--- config.mk ---
export PLATFORM = sky130hd
export DESIGN_NAME = reg_writeback_ctrl
export DESIGN_NICKNAME = d
export VERILOG_FILES = /design/src/rtl/reg_writeback_ctrl.sv
export SDC_FILE = /design/constraint.sdc
export NUM_CORES = 1
export LEC_CHECK = 0
export ABC_AREA = 1
export BUFFER_PORTS_ARGS = -buffer_cell sky130_fd_sc_hd__buf_2
export CORE_ASPECT_RATIO = 0.5
export CORE_MARGIN = 2
export CORE_UTILIZATION = 46
export DETAILED_ROUTE_END_ITERATION = 8
export GPL_TIMING_DRIVEN = 0
export PLACE_DENSITY_LB_ADDON = 0.1
export SETUP_SLACK_MARGIN = 0.2
export SLEW_MARGIN = 20
export SYNTH_ARGS = -nofsm -noshare
export SYNTH_HDL_FRONTEND = slang
export SYNTH_SLANG_ARGS = --single-unit
--- constraint.sdc ---
create_clock -name clk -period 7.38 [get_ports clk]
set_clock_uncertainty 0.05 [all_clocks]
set_input_delay 1.476 -clock clk [delete_from_list [all_inputs] [get_ports clk]]
set_output_delay 1.476 -clock clk [all_outputs]
set_load 0.02 [all_outputs]
--- src/rtl/reg_writeback_ctrl.sv ---
// ============================================================================
// Module     : reg_writeback_ctrl
// Description: Register-file writeback arbiter. ALU results take priority;
//              memory results wait in a FIFO and drain when the ALU is idle.
//              Optional macro WB_DROP_R31_EN suppresses writes to R31.
// Revision   : 1.0 - initial release
// ============================================================================
`default_nettype none

module reg_writeback_ctrl #(
    parameter int DEPTH = 4,
    parameter int CW    = 3
) (
    input  logic          clk,
    input  logic          reset,
    input  logic          alu_valid,
    input  logic [4:0]    alu_add,
    input  logic [31:0]   alu_data,
    input  logic          mem_valid,
    output logic          mem_ready,
    input  logic [4:0]    mem_add,
    input  logic [31:0]   mem_data,
    output logic          write_enable,
    output logic [4:0]    write_add,
    output logic [31:0]   write_data,
    output logic [CW-1:0] pending
);

    localparam int            AW     = (CW > 1) ? CW - 1 : 1;
    localparam logic [CW-1:0] c_full = CW'(DEPTH);

    logic [36:0]   slot_q [DEPTH];
    logic [AW-1:0] wr_ptr_q, wr_ptr_d;
    logic [AW-1:0] rd_ptr_q, rd_ptr_d;
    logic [CW-1:0] count_q, count_d;
    logic          ready_q;

    logic          push_w, pop_w;
    logic [36:0]   head_w;
    logic          alu_drop_w, mem_drop_w;
    logic          we_d;
    logic [4:0]    add_d;
    logic [31:0]   data_d;

    // ready_q keeps mem_ready low through reset and the cycle it releases.
    assign mem_ready = ready_q & (count_q < c_full);
    assign push_w    = mem_valid & mem_ready;
    assign pop_w     = ~alu_valid & (count_q != '0);
    assign head_w    = slot_q[rd_ptr_q];
    assign pending   = count_q;

`ifdef WB_DROP_R31_EN
    assign alu_drop_w = (alu_add == 5'd31);
    assign mem_drop_w = (head_w[36:32] == 5'd31);
`else
    assign alu_drop_w = 1'b0;
    assign mem_drop_w = 1'b0;
`endif

    always_comb begin
        we_d   = 1'b0;
        add_d  = write_add;
        data_d = write_data;
        if (alu_valid) begin
            if (!alu_drop_w) begin
                we_d   = 1'b1;
                add_d  = alu_add;
                data_d = alu_data;
            end
        end else if (pop_w) begin
            if (!mem_drop_w) begin
                we_d   = 1'b1;
                add_d  = head_w[36:32];
                data_d = head_w[31:0];
            end
        end
    end

    always_comb begin
        wr_ptr_d = wr_ptr_q;
        rd_ptr_d = rd_ptr_q;
        if (push_w) begin
            wr_ptr_d = wr_ptr_q + AW'(1);
        end
        if (pop_w) begin
            rd_ptr_d = rd_ptr_q + AW'(1);
        end
        count_d = count_q + CW'(push_w) - CW'(pop_w);
    end

    always_ff @(posedge clk) begin
        if (push_w) begin
            slot_q[wr_ptr_q] <= {mem_add, mem_data};
        end
    end

    always_ff @(posedge clk or posedge reset) begin
        if (reset) begin
            wr_ptr_q     <= '0;
            rd_ptr_q     <= '0;
            count_q      <= '0;
            ready_q      <= 1'b0;
            write_enable <= 1'b0;
            write_add    <= '0;
            write_data   <= '0;
        end else begin
            wr_ptr_q     <= wr_ptr_d;
            rd_ptr_q     <= rd_ptr_d;
            count_q      <= count_d;
            ready_q      <= 1'b1;
            write_enable <= we_d;
            write_add    <= add_d;
            write_data   <= data_d;
        end
    end

endmodule

`default_nettype wire

Word level (Yosys, flattened, before mapping)
Memories as Yosys holds them, arrays and structs flattened.
Cells that the tools add are included.

operators by class
  $add $sub $neg = 4
  $lt $le $gt $ge = 1
  multiplexer cells = 8
  bitwise logic cells = 4
  reduce and logical (&&, ||, !) cells = 2

operators by type and width
  operator             number
  $mux 32              2
  $mux 5               2
  $add 2x1->2 const B  2
  $mux 1               4
  $add 3x1->3          1
  $and 1x1->1          3
  $lt 3x3->1 const B   1
  $reduce_bool 3->1    1
  $sub 3x1->3          1
  $reduce_bool 2->1    1
  $not 1->1            1

word-level totals
  register bits after elaboration = 46
  memory bits (writable) = 148
  bits of input ports = 78
  output and inout port bits = 42
  memories kept = 1

memory list
  memory  words  bits a word  read ports  clocked after memory_dff  wr ports  line  text
  slot_q  4      37           1           0                         1         32    logic [36:0] slot_q [DEPTH];

Longest topological paths before layout
  depth in word-level cells = 5
  depth in mapped cells = 9
  gate-level depth less buffers = 9

Worst setup path before layout
No wires, ideal clock.

  path type = input port to flip-flop
  start = input port mem_valid
  end = memory slot_q[0][0], enable pin
  library setup time = 0.431 ns
  arrival = 3.240 ns
  required time = 6.899 ns
  path slack = 3.659 ns
  stages on the path = 2
  cell sequence = nand2_1 > nor2_1

between the ends
  longest elaborated chain between the ends = 3

ends and longest elaborated chain
  element                       line  text
  from (decl)                   19    input logic mem_valid,
  $and 1x1->1                   47    assign push_w = mem_valid & mem_ready;
  $mux 1                        92    if (push_w) begin
  $mux 1 (implied by the code)  93    slot_q[wr_ptr_q] <= {mem_add, mem_data};
  to (decl)                     32

No other way between the ends.

Final worst setup path
  start = input port alu_valid
  end = register count_q[2], in the netlist pending[2]

between the ends
  longest elaborated chain between the ends = 3

ends and longest elaborated chain
  element               line  text
  from (decl)           16    input logic alu_valid,
  $not 1->1             48    assign pop_w = ~alu_valid & (count_q != '0);
  $and 1x1->1           48
  via pop_w             38    logic push_w, pop_w;
  $sub 3x1->3           88    count_d = count_q + CW'(push_w) - CW'(pop_w);
  via count_d[2]        35    logic [CW-1:0] count_q, count_d;
  to (signal assigned)  109   count_q <= count_d;
  to (decl)             35

The timed path passes the listed nets, and every way through them passes these cells.
A chain may end at the register's enable or synchronous reset.

==> flow_summary.ini <==
[worst_setup_path]
crit_arrival_ns = 3.28
setup.worst_path.end_class = register
worstPathMaxFanout = 10
crit_chain = buf_4, a21oi_4, buf_4, ha_1, inv_1, ha_1, fa_1, xnor2_1, xor2_1
path_delay_family = adder cells
critPathMaxStageDelay_ns = 0.38
crit_required_ns = 7.63
path_buf_inv = 3
criticalPathCategory = input pin to register
crit_path_top_delay_cell = fa_1
start_kind = input pin

[floorplan]
start_util_pct = 47.5
ioPinCount = 120
core.rowCount = 33
die_y_um = 96.3
core-area_um2 = 16500
fp.dieArea_um2 = 18200
die_width_um = 189

[cts]
clockBufferDepth = 2
cts_setup_buffers = 0
cts_buffers = 17
cts_root_buf = clkbuf_16
clkTransAtPathRegs_ns = 0.08
cts_tree = yes
ctsHoldBuffers = 0
clock_latency_ns = 0.43
cts_resized = 0
cts_max_level = 4
clock-sinks = 194

[finish]
syn_to_final_growth_pct = 21.0
final_core_util_pct = 57.4
drive_gt1_share_pct = 23.9
nFillCells = 1388
n_antenna_cell = 0
nets = 920

[yosys]
synthTopCellsByArea = edfxtp_1, dfrtp_1, nand2_1
synthCells = 693
synth_commonest_cells = nand2_1, edfxtp_1, nand3_1
yosys_register_bits = 194
netlist_area_um2 = 7840
syn-num-nets = 778
synth.avg_cell_area_um2 = 11.3
synth_edf_count = 148
yosysSeqAreaShare_pct = 71.4
synth_area_leader_cell = edfxtp_1
ys_async_sr_fraction_pct = 23.7
synthDominantCellAreaShare_pct = 56.7
synthMostInstantiatedCell = nand2_1
synth_flop_cell = edfxtp_1
yosysWarnings = 0
synth_cell_types = 23

[power_and_ir_drop]
max-vdd-ir-drop_mv = 0.252
powerDensity_nw_per_um2 = 367
power_leakage_nw = 4.00

[flow_run]
cap_violations = 0

[timing]
hold_viol_final = 0
rsz0062_at_grt = no
fin_tns_setup_ns = 0
slew-limit-headroom_pct = 50.9
drv_slew = 0
fin_crit_ns = 3.03
tightest_slew_ns = 0.735
setup_viol = 0
period_share_pct = 41.1
max_freq_ghz = 0.330

[global_routing]
antenna_found_initial = 2
grt_use_total_pct = 20.1
grt.overflow.total = 0
grt_pass1_wl_um = 26900
grt_max_degree = 26
grt_pass1_vias = 4898

[run_status]
outcome = finished, final reports clean

[routing]
highest_layer = met5
met2WireLength_um = 7890
drt_iter0_drc = 422
drc = 0
post_drt_wl_per_cell_um = 16.2
drt-pass1-iter-count = 6
wl_met1_um = 8210
drt-vias-per-instance = 4.93
vias = 5298
wl_met3_um = 1110
finalWirelength_um = 17400
ant_nets = 0

[hold_path]
hold_class = register to register

[place]
globalplace.congestion = 0.732
io_buffers = 118
place_hpwl_um = 11700
[area by class of cell]
| class | instances | area, um2 | area share [%] |
|---|---|---|---|
| flip-flops and latches | 194 | 5600 | 59.0 |
| multi-input cells | 436 | 1970 | 20.8 |
| repair buffers | 123 | 706 | 7.44 |
| clock buffers | 17 | 425 | 4.49 |
| well taps | 227 | 284 | 2.99 |
| clock inverters | 15 | 200 | 2.11 |
| plain buffers | 35 | 191 | 2.02 |
| inverters | 28 | 110 | 1.16 |
[flip-flops by register name (all words and copies together) (netlist names)]
name	cells
rd_ptr_q	2
write_add	5
pending	3
write_enable	1
wr_ptr_q	2
write_data	32
ready_q	1
slot_q	148
[power breakdown]
part	internal [mW]	switching, mW
logic	0.348	0.756
registers	1.35	0.0766
clock network	0.470	0.480
[tightest hold or removal path, delay by kind of cell (launching register included)]
family | cells | cell delay [ns]
flip-flops | 1 | 0.35
AND/OR/NAND/NOR | 2 | 0.10
[stage by stage]
stage	power (mW)	setup slack [ns]	std cells	instance area (um2)	hold slack [ns]
floorplan	2.16	3.66	693	7840	0.502
global placement	2.52	2.27	1038	8710	0.407
detailed placement	2.56	3.90	1043	8860	0.411
CTS	3.50	4.35	1075	9480	0.431
global route	3.69	4.26	1075	9480	0.453
finish	3.48	4.35	1075	9480	0.429
[cell usage in the layout, fill, tap and decap left out, drive strengths merged, types with 2 or more instances in the layout]
cell type,count
xor2,2
or2,12
nand3,125
a21oi,2
buf,153
nor2,10
clkinv,7
dfrtp,46
inv,36
nand2,275
clkbuf,22
ha,6
edfxtp,148
[layer usage]
metal | track usage [%] | vias up
li1 | - | 2613
met1 | 28.4 | 2502
met2 | 31.3 | 161
met3 | 4.45 | 18
met4 | 6.32 | 4
met5 | 0 | -
[cells by family after synthesis]
| kind of cell | count (synthesis) | share of synthesized area, % |
|---|---|---|
| AND/OR/NAND/NOR | 422 | 22.8 |
| flip-flops | 194 | 71.4 |
| buffers and inverters | 63 | 3.85 |
| adder cells (fa/ha/maj) | 7 | 1.21 |
| AO/OA/AOI/OAI | 3 | 0.335 |
| XOR/XNOR | 3 | 0.335 |
| other | 1 | 0.0478 |
[worst paths after layout]
kind / from / cells after the start / to / slack [ns]
worst max-delay path: alu_valid / 9 / pending[2] / 4.35
worst min-delay path: write_add[3] / 2 / write_add[3] / 0.43
worst max register to register: pending[2] / 8 / pending[2] / 5.02
worst min register to register: write_add[3] / 2 / write_add[3] / 0.43
max in group asynchronous: reset / 3 / rd_ptr_q[0] / 5.71
min in group asynchronous: reset / 2 / write_data[4] / 1.02
Note: power is estimated with default switching activity, not from simulation.
